[config.mk]
export PLATFORM = sky130hd
export DESIGN_NAME = fc_argmax_collector_flat
export DESIGN_NICKNAME = d
export VERILOG_FILES = /design/src/rtl/fc_argmax_collector_if.sv /design/src/rtl/fc_argmax_collector.sv /design/src/flat_wrapper.sv
export SDC_FILE = /design/constraint.sdc
export NUM_CORES = 1
export LEC_CHECK = 0
export ABC_AREA = 1
export CAP_MARGIN = 20
export CORE_AREA = 2 2 50 52
export CTS_CLUSTER_SIZE = 28
export DETAILED_ROUTE_END_ITERATION = 12
export DIE_AREA = 0 0 52 54
export PLACE_DENSITY_LB_ADDON = 0.3
export SLEW_MARGIN = 20
export SYNTH_ARGS = -nofsm -noshare
export SYNTH_HDL_FRONTEND = slang
export SYNTH_SLANG_ARGS = --single-unit
[constraint.sdc]
create_clock -name clk -period 3 [get_ports clk]
set_input_delay 0.6 -clock clk [delete_from_list [all_inputs] [get_ports clk]]
set_output_delay 0.6 -clock clk [all_outputs]
set_load 0.01 [all_outputs]
[src/rtl/fc_argmax_collector_if.sv]
// Score-in / result-out bundle of the FC argmax collector.
// The collector uses the slave modport; whoever feeds scores and takes results uses master.
interface fc_argmax_collector_if #(
  parameter int CLS_W = 4
);
  logic             in_vld;
  logic [7:0]       in_score;
  logic             clear;
  logic             res_vld;
  logic             res_rdy;
  logic [CLS_W-1:0] res_class;
  logic [7:0]       res_score;
  logic             ovf_err;

  modport master (
    output in_vld, in_score, clear, res_rdy,
    input  res_vld, res_class, res_score, ovf_err
  );

  modport slave (
    input  in_vld, in_score, clear, res_rdy,
    output res_vld, res_class, res_score, ovf_err
  );
endinterface

[src/rtl/fc_argmax_collector.sv]
// Running argmax over NUM_CLASS FC scores per frame; the result is held under valid/ready.
// FC_ARGMAX_SCORES_EN adds the scores_lin output carrying every captured score of the frame.
module fc_argmax_collector #(
  parameter int NUM_CLASS  = 10,
  parameter int CLS_W      = 4,
  parameter int SIGNED_CMP = 1
) (
  input  logic                    clk,
  input  logic                    rst,
  fc_argmax_collector_if.slave    bus,
`ifdef FC_ARGMAX_SCORES_EN
  output logic [NUM_CLASS*8-1:0]  scores_lin,
`endif
  output logic                    dbg_state_o
);
  // Handshake: a result is transferred on every rising edge where res_vld && res_rdy;
  // res_vld, res_class and res_score do not change while res_vld is high and res_rdy is low.

  localparam int CNT_W = $clog2(NUM_CLASS);
  localparam logic [CNT_W-1:0] LAST = CNT_W'(NUM_CLASS - 1);

  typedef enum logic {COLLECT = 1'b0, HOLD = 1'b1} state_t;

  state_t           state_q, state_d;
  logic [CNT_W-1:0] cnt_q, cnt_d;
  logic [7:0]       max_q, max_d;
  logic [CLS_W-1:0] idx_q, idx_d;
  logic             ovf_q, ovf_d;
  logic             capture;
  logic             gt;
`ifdef FC_ARGMAX_SCORES_EN
  logic [NUM_CLASS*8-1:0] scores_q, scores_d;
`endif

  always_comb begin
    if (SIGNED_CMP != 0) gt = $signed(bus.in_score) > $signed(max_q);
    else                 gt = bus.in_score > max_q;
  end

  always_ff @(posedge clk or posedge rst) begin
    if (rst) begin
      state_q  <= COLLECT;
      cnt_q    <= '0;
      max_q    <= '0;
      idx_q    <= '0;
      ovf_q    <= 1'b0;
`ifdef FC_ARGMAX_SCORES_EN
      scores_q <= '0;
`endif
    end else begin
      state_q  <= state_d;
      cnt_q    <= cnt_d;
      max_q    <= max_d;
      idx_q    <= idx_d;
      ovf_q    <= ovf_d;
`ifdef FC_ARGMAX_SCORES_EN
      scores_q <= scores_d;
`endif
    end
  end

  always_comb begin
    state_d  = state_q;
    cnt_d    = cnt_q;
    max_d    = max_q;
    idx_d    = idx_q;
    ovf_d    = ovf_q;
    capture  = 1'b0;
`ifdef FC_ARGMAX_SCORES_EN
    scores_d = scores_q;
`endif

    if (bus.clear) begin
      state_d  = COLLECT;
      cnt_d    = '0;
      ovf_d    = 1'b0;
`ifdef FC_ARGMAX_SCORES_EN
      scores_d = '0;
`endif
    end else begin
      unique case (state_q)
        COLLECT: capture = bus.in_vld;
        HOLD: begin
          if (bus.res_rdy) begin
            state_d = COLLECT;
            // cnt is already 0 here, so a same-cycle score opens the next frame
            capture = bus.in_vld;
          end else if (bus.in_vld) begin
            ovf_d = 1'b1;
          end
        end
        default: state_d = COLLECT;
      endcase

      if (capture) begin
        if (cnt_q == '0) begin
          max_d = bus.in_score;
          idx_d = '0;
        end else if (gt) begin
          max_d = bus.in_score;
          idx_d = CLS_W'(cnt_q);
        end
`ifdef FC_ARGMAX_SCORES_EN
        scores_d[int'(cnt_q)*8 +: 8] = bus.in_score;
`endif
        if (cnt_q == LAST) begin
          cnt_d   = '0;
          state_d = HOLD;
        end else begin
          cnt_d = cnt_q + 1'b1;
        end
      end
    end
  end

  assign bus.res_vld   = (state_q == HOLD);
  assign bus.res_class = idx_q;
  assign bus.res_score = max_q;
  assign bus.ovf_err   = ovf_q;
  assign dbg_state_o   = state_q;
`ifdef FC_ARGMAX_SCORES_EN
  assign scores_lin    = scores_q;
`endif
endmodule
[src/flat_wrapper.sv]
// flat-port wrapper written by rule: the top's interface ports become plain ports
module fc_argmax_collector_flat 
#(
  parameter int NUM_CLASS  = 10,
  parameter int CLS_W      = 4,
  parameter int SIGNED_CMP = 1
)
  (clk, rst, dbg_state_o, bus_in_vld, bus_in_score, bus_clear, bus_res_rdy, bus_res_vld, bus_res_class, bus_res_score, bus_ovf_err);
  fc_argmax_collector_if #(.CLS_W(CLS_W)) bus_i ();
  input  logic clk;
  input  logic rst;
  output logic dbg_state_o;
  input wire logic [$bits(bus_i.in_vld)-1:0] bus_in_vld;
  input wire logic [$bits(bus_i.in_score)-1:0] bus_in_score;
  input wire logic [$bits(bus_i.clear)-1:0] bus_clear;
  input wire logic [$bits(bus_i.res_rdy)-1:0] bus_res_rdy;
  output wire logic [$bits(bus_i.res_vld)-1:0] bus_res_vld;
  output wire logic [$bits(bus_i.res_class)-1:0] bus_res_class;
  output wire logic [$bits(bus_i.res_score)-1:0] bus_res_score;
  output wire logic [$bits(bus_i.ovf_err)-1:0] bus_ovf_err;
  assign bus_i.in_vld = bus_in_vld;
  assign bus_i.in_score = bus_in_score;
  assign bus_i.clear = bus_clear;
  assign bus_i.res_rdy = bus_res_rdy;
  assign bus_res_vld = bus_i.res_vld;
  assign bus_res_class = bus_i.res_class;
  assign bus_res_score = bus_i.res_score;
  assign bus_ovf_err = bus_i.ovf_err;
  fc_argmax_collector #(.NUM_CLASS(NUM_CLASS), .CLS_W(CLS_W), .SIGNED_CMP(SIGNED_CMP)) u_core (.clk(clk), .rst(rst), .bus(bus_i), .dbg_state_o(dbg_state_o));
endmodule
==> results of run 1 <==
[layout by cell type, fill, tap and decap left out, drive strengths merged]
| cell | count |
|---|---|
| clkbuf | 3 |
| nand4 | 2 |
| dfrtp | 18 |
| clkdlybuf4s50 | 27 |
| nand3 | 18 |
| a21oi | 4 |
| o21ai | 2 |
| o22ai | 2 |
| inv | 23 |
| nor2 | 9 |
| ha | 11 |
| xnor2 | 1 |
| nand2 | 40 |
| xor2 | 1 |
[logic make-up (layout without fill, tap and decap cells)]
logic type / Yosys count / after routing / synth area share [%]
xor gates and xnor gates: 2 / 2 / 1.62
DFF: 18 / 18 / 41.5
AOI/OAI and AO/OA: 8 / 8 / 4.27
and+or+nand+nor: 69 / 69 / 28.7
buffers and inverters: 27 / 53 / 11.2
adders and majority gates: 11 / 11 / 12.7
[flip-flops by register name, indices dropped and copies added (netlist names)]
register and flops:
u_core.bus.ovf_err 1, u_core.bus.res_class 4, u_core.bus.res_score 8, u_core.bus.res_vld 1, u_core.cnt_q 4
[routing by layer]
| metal | share of wire (%) | track usage [%] |
|---|---|---|
| met1 | 42 | 18.9 |
| met4 | 2.2 | 9.21 |
| met5 | 0 | 0 |
| met2 | 52 | 34.6 |
| met3 | 4.5 | 3.61 |
[worst max-delay path, stage by stage]
cell and delay, ps:
clkdlybuf4s50_1 440, ha_1 320, a21oi_2 130, nor2_1 50, nor2_2 110, nand2_1 60
nand2_1 70, nand3_2 90, nand2_4 160, nand2_4 120, nand2_1 100, nand2_1 50
[layout make-up]
| class | count | area share, % |
|---|---|---|
| inverter | 23 | 6.26 |
| clock buffer | 3 | 1.63 |
| multi-input combinational | 90 | 37.2 |
| tap | 30 | 2.72 |
| timing repair buffer | 27 | 19.6 |
| sequential | 18 | 32.6 |
[final timing paths]
path                                           end  slack (ps)  cells after the start
setup / recovery           u_core.bus.res_class[1]         880                     12
hold / removal             u_core.bus.res_class[3]         490                      2
setup reg to reg           u_core.bus.res_class[1]        1170                     12
hold reg to reg            u_core.bus.res_class[3]         490                      2
max in group asynchronous  u_core.bus.res_score[1]        1870                      2
min in group asynchronous  u_core.bus.res_score[4]         690                      2
[power by group]
part / total, uW / internal [uW] / switching, uW
combinational: 234 / 112 / 122
clock: 122 / 46.9 / 75.5
sequential: 295 / 271 / 24.3
[stage by stage]
stage | area, um2 | total power, uW
final | 1380 | 652
after global routing | 1380 | 703
after CTS | 1380 | 659
after detailed placement | 1360 | 538
after global placement | 1360 | 528
after floorplan | 1080 | 442
==> run metrics, run 1 <==
worst hold path class=reg2reg; post-synth net total=159; FP Rows=18; I/O Buffers=27; DR vias/cell=4.96; count of flip-flops with a built-in enable after synthesis=0; MaxCap Viol Count=0; Final min period=2120 ps; TritonCTS clock tree=built; Setup WS post-layout=884 ps; Final Util=59.5%; Final TNS setup=0 ps; Synth area leader=dfrtp_1; hold path start=u_core.bus.res_class[3]; Distinct cells, synth=19; Die Ht=54 um; Worst-Skew Late Latency=300 ps; r2r startpoint=u_core.bus.res_score[5]; GR Overflow Total=0; antenna viol nets, final=0; Yosys reg bits=18; Vias=947; Setup crit end kind=flop; post-CTS setup buffer count=0; Post-DP HPWL=1.73 mm; drt wl/cell=11.3 um; Post-Syn Area=0.00108 mm2; initial antenna violation count=0; synth cell count leaders=nand2_1 (38), inv_1 (23), dfrtp_1 (18), nand3_1 (17), ha_1 (11); clk buf depth=2; pin count of the biggest net entering global routing=19; # IOs=28; fill count=222; CTS H-tree depth=1; Multi-input gate area=513 um2; Sink Count=18; WP data required=3190 ps; Avg Inst Size Synth=8.04 um2; CP Class=in2reg; final-report hold violation count=0; total track usage=18.2%; Slew headroom=54.4%; WHS=486 ps; global-route wire length before repair=3.67 mm; Final Slew Violations=0; antenna cells=0; Synth async-reset ratio=100%; result of the run=complete, no violations; Least-Margin Pin Slew=683 ps; Seq/Total Area, Yosys=41.5%; Area Overhead vs Synth=27.2%; crit share post-route=70.5%; CTS Root Cell=clkbuf_4; area share of the largest cell type after synthesis=41.5%; die footprint=0.00281 mm2; worst-path fanout max=13; number of placed cells counting well taps=188; Ys Warns=0; die outline width=52 um; startpoint types=input port; largest cells by area after synthesis=dfrtp_1 (42%), nand2_1 (13%), ha_1 (13%), inv_1 (8.0%), nand3_1 (7.8%); Sequential Area=450 um2; clk_skew=6.61 ps; Place WS=550 ps; Peak Freq=0.473 GHz; CP startpoint=bus_in_score[5]; layout cell share with drive strength beyond 1=5.59%; final WL=2.15 mm; pwr/cell area=472 mW/mm2; TritonRoute pass-1 iters=4; Synth Flop Type=dfrtp_1; Final GP Congestion=0.764; cts hold-fix bufs=0; Non-Filler Instances=191; leakage power figure=0.000703 uW; Arr. time, crit path=2310 ps; Core ar.=0.00232 mm2; First DRT Iteration DRCs=10; DR DRC count=0; RSZ-0062 raised after global routing=no; vias in the first global route=918; post-cts resize count=0; final-stage net count=187; Synth Instances=135; VDD IR max=0.000326 V; final setup fails=0; total CTS buffers=3; Initial Util=46.8%; Worst-path clk slew=90 ps; most common cell in the netlist=nand2_1
(Power assumes the default switching activity.)
==> run 2: changes to the inputs <==
--- a/config.mk
+++ b/config.mk
@@ -7,10 +7,10 @@
 export LEC_CHECK = 0
 export ABC_AREA = 1
 export CAP_MARGIN = 20
-export CORE_AREA = 2 2 50 52
+export CORE_AREA = 2 2 51 53
 export CTS_CLUSTER_SIZE = 28
 export DETAILED_ROUTE_END_ITERATION = 12
-export DIE_AREA = 0 0 52 54
+export DIE_AREA = 0 0 53 55
 export PLACE_DENSITY_LB_ADDON = 0.3
 export SLEW_MARGIN = 20
 export SYNTH_ARGS = -nofsm -noshare
==> constraint.sdc (replaced) <==
create_clock -name clk -period 2.2 [get_ports clk]
set_input_delay 0.44 -clock clk [delete_from_list [all_inputs] [get_ports clk]]
set_output_delay 0.44 -clock clk [all_outputs]
set_load 0.01 [all_outputs]
==> run 2 against run 1 <==
Power is 45% higher. Core utilization increased by 0.40 points. Critical path depth unchanged. Cell count rose by 2.1%. Sequential share of layout area is 0.84 points lower. Combinational power grew 44%. Via count up 2.7%. Clock power is 70% higher. Cell area up 2.6%. Register-to-register slack worse by 720 ps. First-iteration DRC count is 10% higher. Critical endpoint is now u_core.bus.res_score[7]. Largest cell class unchanged.
==> run metrics, run 2 (same netlist as run 1, synthesis figures left out) <==
result of the run=complete, no violations; Clock power frac=21.9%; commonest non-fill, non-tap cell in the layout=nand2_1; RSZ-0062 raised after global routing=no; most frequent cells in the layout=nand2_1 (38), clkdlybuf4s50_1 (27), inv_1 (23), dfrtp_1 (18), nand3_1 (17); total track usage=19.1%; met2 wire len=1.19 mm; DP Area=0.00138 mm2; CP startpoint=bus_in_score[7]; Final Slew Violations=0; final setup fails=0; uppermost layer routed=met4; pin count of the biggest net entering global routing=19; antenna cells=0; startpoint types=input port; fill count=227; I/O Buffers=27; global-route wire length before repair=3.97 mm; initial antenna violation count=0; Comb power frac=35.6%; vias in the first global route=912; MaxCap Viol Count=0; hold path start=u_core.bus.res_class[1]; metal3 WL=132 um; VDD IR max=0.000395 V; cts hold-fix bufs=0; Met1 Wirelength=1.02 mm; final-stage net count=190; CP Class=in2reg; CTS Root Cell=clkbuf_4; max FFs per register=8; leakage power figure=0.000724 uW; Sink Count=18; post-CTS setup buffer count=0; Final GP Congestion=0.826; TritonCTS clock tree=built; worst stage delay on the critical path=440 ps; post-cts resize count=0; r2r startpoint=u_core.bus.res_score[5]; pwr/cell area=667 mW/mm2; GR Overflow Total=0; Initial Util=45.9%; FP Rows=18; First DRT Iteration DRCs=11; clk_skew=1.60 ps; Least-Margin Pin Slew=683 ps; worst-path fanout max=8; Post-DP HPWL=1.82 mm; DR vias/cell=4.99; Sw Ratio=32.9%; drt wl/cell=12.1 um; slowest CP cell=clkdlybuf4s50_1; WP data required=2400 ps; P_sw=311 uW; Area Overhead vs Synth=30.6%; final WL=2.36 mm; Final min period=1900 ps; Post-Layout Inst Area=0.00142 mm2; total CTS buffers=3; Worst-Skew Late Latency=290 ps; DR DRC count=0; die footprint=0.00292 mm2; antenna viol nets, final=0; Die Ht=55 um; Reg power frac=42.5%; Peak Freq=0.526 GHz; # IOs=28; Slew headroom=54.4%; Vias=973; Power Internal=634 uW; Arr. time, crit path=2100 ps; Core ar.=0.00236 mm2; clk buf depth=2; die outline width=53 um; Worst-path clk slew=100 ps; total power=945 uW; Setup crit end kind=flop; final-report hold violation count=0; worst hold path class=reg2reg; TritonRoute pass-1 iters=4; CTS H-tree depth=1; critical path, cell by cell=clkdlybuf4s50_1 -> ha_1 -> nand2_1 -> nor2_1 -> nand2_1 -> nand2_1 -> nand2_1 -> nand3_2 -> nand2_4 -> buf_4 -> nand3_1 -> nand2_1; most used cell along the critical path=nand2_1; layout cell share with drive strength beyond 1=7.88%; crit share post-route=86.4%
## run 2: changes by cell type in the layout (fill, tap and decap cells not counted)
cell      change
clkbuf_8      +1
buf_4         +3
## run 2: routing by layer
| metal | vias to the layer above | track usage [%] |
|---|---|---|
| met5 | - | 0 |
| met4 | 0 | 7.69 |
| met3 | 4 | 3.23 |
| met2 | 36 | 34.8 |
| met1 | 449 | 22.4 |
| li1 | 484 | - |
## run 2: area by class of cell
cell class / count / area (um2) / area share (%)
sequential: 18 / 450 / 31.8
tap: 30 / 37.5 / 2.65
inverter: 23 / 86.3 / 6.10
multi-input combinational: 90 / 513 / 36.2
timing repair buffer: 30 / 293 / 20.7
clock buffer: 4 / 36.3 / 2.56
## run 2: critical path, delay by kind of cell
| family | cells | cell delay [ps] |
|---|---|---|
| and+or+nand+nor | 9 | 730 |
| buffers and inverters | 2 | 600 |
| adders and majority gates | 1 | 310 |
## run 2: path summary, 6_finish.rpt
check	to	slack [ps]	cells past startpoint
hold reg to reg	u_core.bus.res_class[1]	480	2
setup reg to reg	u_core.bus.res_score[7]	450	11
hold / removal	u_core.bus.res_class[1]	480	2
max in group asynchronous	u_core.bus.res_score[0]	1230	2
setup / recovery	u_core.bus.res_score[7]	300	12
min in group asynchronous	u_core.bus.ovf_err	530	2
## run 2: power groups by stage
stage | Sequential, uW | Combinational [uW] | Clock [uW]
after floorplan | 420 | 182 | 0
after global placement | 406 | 326 | 0
after detailed placement | 408 | 337 | 0
after CTS | 402 | 339 | 211
after global routing | 408 | 380 | 228
final | 402 | 336 | 207
## run 2: stage by stage
stage	setup TNS [ps]	setup WS [ps]	instances	util, %	hold WS [ps]
after floorplan	0	535	135	-	379
after global placement	0	48.9	191	58.4	458
after detailed placement	-60.0	-15.7	191	58.4	458
after CTS	0	290	195	59.9	483
after global routing	0	153	195	59.9	489
final	0	298	195	59.9	479
==> RTL change 1, RTL diff (flow settings as in run 2) <==
`SIGNED_CMP` is set to 1 in 2 places; all go to 0.
--- a/src/rtl/fc_argmax_collector.sv
+++ b/src/rtl/fc_argmax_collector.sv
@@ -3,7 +3,7 @@
 module fc_argmax_collector #(
   parameter int NUM_CLASS  = 10,
   parameter int CLS_W      = 4,
-  parameter int SIGNED_CMP = 1
+  parameter int SIGNED_CMP = 0
 ) (
   input  logic                    clk,
   input  logic                    rst,
--- a/src/flat_wrapper.sv
+++ b/src/flat_wrapper.sv
@@ -3,7 +3,7 @@
 #(
   parameter int NUM_CLASS  = 10,
   parameter int CLS_W      = 4,
-  parameter int SIGNED_CMP = 1
+  parameter int SIGNED_CMP = 0
 )
   (clk, rst, dbg_state_o, bus_in_vld, bus_in_score, bus_clear, bus_res_rdy, bus_res_vld, bus_res_class, bus_res_score, bus_ovf_err);
   fc_argmax_collector_if #(.CLS_W(CLS_W)) bus_i ();
Behaviour: not the same (Yosys sat finds a counterexample within 4 cycles, from zero or initial values and one cycle with rst high).
==> RTL change 1 against run 2 <==
- area after synthesis fell by 1.2%
- final area down 2.9%
- worst setup slack better by 3.9 ps
- routed wire length shrank 14%
- total power decreased by 4.6%
- sequential cell count is the same
- critical path type unchanged
==> RTL change 1: results (changes against run 2) <==
[run_status]
status=completed  ; unchanged

[final_layout]
clkCellAreaFrac_pct=2.64  ; was 2.56%
multi_input_area_share_pct=36.2  ; about the same
final-nonclk-buf-share_pct=19.7  ; was 20.7%
multi_input_gates=88  ; was 90
num-nonclk-inverters=22  ; was 23
buffers=27  ; was 30
nets=184  ; was 190
fin_cells=189  ; was 195
fill_cells=220  ; was 227
drive_gt1_share_pct=5.66  ; was 7.88%
clock_buffers=4  ; unchanged

[timing]
skew_ps=6.12  ; was 1.60 ps
slew_headroom_pct=53.9  ; was 54.4%

[synth]
synth_cell_type_count=20  ; was 19
netlist_top_cells_count=38 x nand2_1, 21 x inv_1, 18 x dfrtp_1  ; was 38 x nand2_1, 23 x inv_1, 18 x dfrtp_1
synth_fa_ha_area_share_pct=12.8  ; was 12.7%
synth_compound_area_share_pct=4.67  ; was 4.27%
syn_nets=156  ; was 159
synth_area_leaders=dfrtp_1 42%, nand2_1 13%, ha_1 13%  ; unchanged
synth_area_per_cell_sq_um=8.12  ; was 8.04 sq um
ys_seq_area_share_pct=42.0  ; was 41.5%
synth_xor_xnor_area_share_pct=1.63  ; was 1.61%

[worst_setup_path]
slowest_stage=clkdlybuf4s50_1  ; unchanged
cp_max_fo=13  ; was 8

[route]
first_iter_violations=13  ; was 11
viasPerCell=4.85  ; was 4.99
met2_length_um=982  ; was 1190 um
route.met3.wl_um=99  ; was 132 um
wl_um=2040  ; was 2360 um
wl_met1_um=939  ; was 1020 um

[global_route]
antenna_found_initial=0  ; unchanged
first_global_vias=792  ; was 912
use_met2_pct=27.7  ; was 34.8%
use_met1_pct=19.3  ; was 22.4%
grtUsageTotal_pct=15.4  ; was 19.1%
grt_pass1_wl_um=3310  ; was 3970 um
grt_util_met3_pct=2.69  ; was 3.23%

[power_and_ir_drop]
peakVddDrop_mv=0.397  ; was 0.395 mV
leakagePower_nw=0.692  ; was 0.724 nW

[placed_design]
place_congestion=0.749  ; was 0.826
place_ws_ps=-48.4  ; was -15.7 ps
dp_hpwl_um=1620  ; was 1820 um
placedInstanceArea_sq_um=1340  ; was 1380 sq um

[cts]
clk_path_buf_depth=2  ; unchanged

[RTL change 1: power by group]
group	switching, mW	internal, mW
clock network	0.103	0.101
registers	0.0291	0.369
logic	0.154	0.146
[RTL change 1: stage by stage]
step / power, mW / TNS (ps) / utilization [%]
after floorplan: 0.585 / 0 / -
after global placement: 0.701 / 0 / 56.6
after detailed placement: 0.708 / -430 / 56.6
after CTS: 0.913 / 0 / 58.1
after global routing: 0.967 / 0 / 58.1
final: 0.902 / 0 / 58.1
[RTL change 1: worst paths after layout]
check | from | endpoint | slack, ps | cells after the start
max | bus_in_score[7] | u_core.bus.res_class[1] | 300 | 11
min | u_core.bus.res_class[0] | u_core.bus.res_class[0] | 480 | 2
max reg2reg | u_core.bus.res_score[5] | u_core.bus.res_class[1] | 460 | 11
min reg2reg | u_core.bus.res_class[0] | u_core.bus.res_class[0] | 480 | 2
max in group asynchronous | rst | u_core.bus.res_class[2] | 1210 | 2
min in group asynchronous | rst | u_core.bus.res_score[0] | 540 | 2
==> RTL change 2, RTL diff (settings of run 2) <==
Without the edit above. One comparison of `cnt_q` changes from == to >=.
--- a/src/rtl/fc_argmax_collector.sv
+++ b/src/rtl/fc_argmax_collector.sv
@@ -103,7 +103,7 @@
 `ifdef FC_ARGMAX_SCORES_EN
         scores_d[int'(cnt_q)*8 +: 8] = bus.in_score;
 `endif
-        if (cnt_q == LAST) begin
+        if (cnt_q >= LAST) begin
           cnt_d   = '0;
           state_d = HOLD;
         end else begin
Behaviour: no difference found for any inputs over 10 cycles, from zero or initial values and one cycle with rst high; that may be too few to reach the edited logic, so the function may still have changed.
==> RTL change 2 against run 2 <==
- total power rose by 5.7%
- sequential cell count unchanged
- area after synthesis rose by 0.81%
- cell count increased by 2.6%
- routed wire length down 2.9%
- final area increased by 1.1%
- worst setup slack got worse by 44 ps
- sequential power grew 2%
==> RTL change 2: results (changes against run 2) <==
[final_layout]
antenna_cells=0  ; unchanged
nets=195  ; was 190
largest_reg_flops=8  ; unchanged
drive_gt1_share_pct=8.24  ; was 7.88%
fill_cells=226  ; was 227

[cts]
clkTransAtPathRegs_ps=100  ; about the same
cts_resized=0  ; unchanged
clk_path_buf_depth=2  ; unchanged
cts-buffers-inserted=3  ; unchanged
htree_num_levels=1  ; unchanged
cts_setup_buffers=0  ; unchanged
root_buffer=clkbuf_4  ; unchanged
clkLatencyLatePin_ps=290  ; about the same

[synth]
yosys_warnings=0  ; unchanged
ys_seq_area_share_pct=41.2  ; was 41.5%
netlist_top_cells_count=42 x nand2_1, 23 x inv_1, 18 x dfrtp_1  ; was 38 x nand2_1, 23 x inv_1, 18 x dfrtp_1
synth_area_leaders=dfrtp_1 41%, nand2_1 14%, ha_1 13%  ; was dfrtp_1 42%, nand2_1 13%, ha_1 13%
postSynth.asyncResetShare_pct=100  ; unchanged
synth_cell_type_count=17  ; was 19
syn_nets=163  ; was 159

[route]
num_vias=969  ; was 973
first_iter_violations=8  ; was 11
firstDrtPassIters=5  ; was 4
wl_um=2290  ; was 2360 um

[timing]
skew_ps=1.53  ; was 1.60 ps
slew_headroom_pct=54.9  ; was 54.4%

[placed_design]
place_congestion=0.729  ; was 0.826
dp_hpwl_um=1770  ; was 1820 um
portBuffers=27  ; unchanged

[worst_setup_path]
cp_max_fo=12  ; was 8
worstPathArrival_ps=2140  ; was 2100 ps

[global_route]
grtUsageTotal_pct=18.3  ; was 19.1%
first_global_vias=945  ; was 912
grt_max_degree=19  ; unchanged
antenna_found_initial=0  ; unchanged
grt_pass1_wl_um=3860  ; was 3970 um

[power_and_ir_drop]
leakagePower_nw=0.759  ; was 0.724 nW
peakVddDrop_mv=0.428  ; was 0.395 mV

[worst_hold_path]
min_path_type=reg2reg  ; unchanged

[run_status]
status=completed  ; unchanged

==> RTL change 2: changes by cell type after synthesis, sizes merged <==
| cell | change |
|---|---|
| nand2 | +4 |
| nand3 | -2 |
| a21o | +1 |
| o21ai | +2 |
| xnor2 | -1 |
| nand4 | -1 |
| o22ai | -2 |
| a21oi | +3 |
==> RTL change 2: routing by layer <==
| layer | global-route usage, % | routed length [um] | vias to the layer above |
|---|---|---|---|
| met1 | 20.8 | 992 | 442 |
| li1 | - | - | 494 |
| met2 | 34.0 | 1140 | 29 |
| met3 | 2.42 | 125 | 4 |
| met4 | 8.97 | 32 | 0 |
| met5 | 0 | 0 | - |
==> RTL change 2: worst max-delay path, cell delays in order <==
cell	delay, ps
clkdlybuf4s50_1	500
ha_1	250
a21oi_1	180
nor2_1	80
nor2_2	100
nand2_1	60
nand2_1	70
nand3_2	80
nand2_4	110
nand2_4	110
nand2_1	100
nand2_1	50
==> RTL change 2: area by class of cell <==
class,instances,area share (%)
Clock buffer,4,2.53
Inverter,23,6.03
Multi-Input combinational cell,94,36.4
Sequential cell,18,31.4
Tap cell,30,2.62
Timing Repair Buffer,31,21.0
==> RTL change 2: per-stage QoR <==
stage	instance area, sq um	hold slack, ps	setup slack [ps]	cells
2_1_floorplan	1090	379	484	139
3_3_place_gp	1400	466	33.7	196
3_5_place_dp	1400	469	-36.6	196
4_1_cts	1430	494	266	200
5_1_grt	1430	511	72.3	200
6_report	1430	488	254	200
==> RTL change 2: cell families after synthesis <==
| logic type | Yosys count | share of synthesized area (%) |
|---|---|---|
| simple gates | 70 | 28.6 |
| compound gates | 12 | 5.72 |
| buf+inv | 27 | 11.1 |
| xor+xnor | 1 | 0.801 |
| flops | 18 | 41.2 |
| fa+ha+maj | 11 | 12.6 |
==> RTL change 2: worst paths after layout <==
kind | from | to | slack (ps) | cells after the start
setup reg to reg | u_core.bus.res_score[7] | u_core.bus.res_score[3] | 410 | 11
setup / recovery | bus_in_score[5] | u_core.bus.res_score[3] | 250 | 12
min in group asynchronous | rst | u_core.bus.res_vld | 530 | 2
max in group asynchronous | rst | u_core.bus.res_class[0] | 1240 | 2
hold / removal | u_core.bus.res_class[3] | u_core.bus.res_class[3] | 490 | 2
hold reg to reg | u_core.bus.res_class[3] | u_core.bus.res_class[3] | 490 | 2
==> RTL change 2: power breakdown <==
part / leakage, nW / total, mW / internal, mW / switching (mW)
combinational: 0.502 / 0.384 / 0.186 / 0.198
clock: 0.0210 / 0.204 / 0.101 / 0.103
sequential: 0.237 / 0.410 / 0.375 / 0.0355
total: 0.759 / 0.999 / 0.662 / 0.337
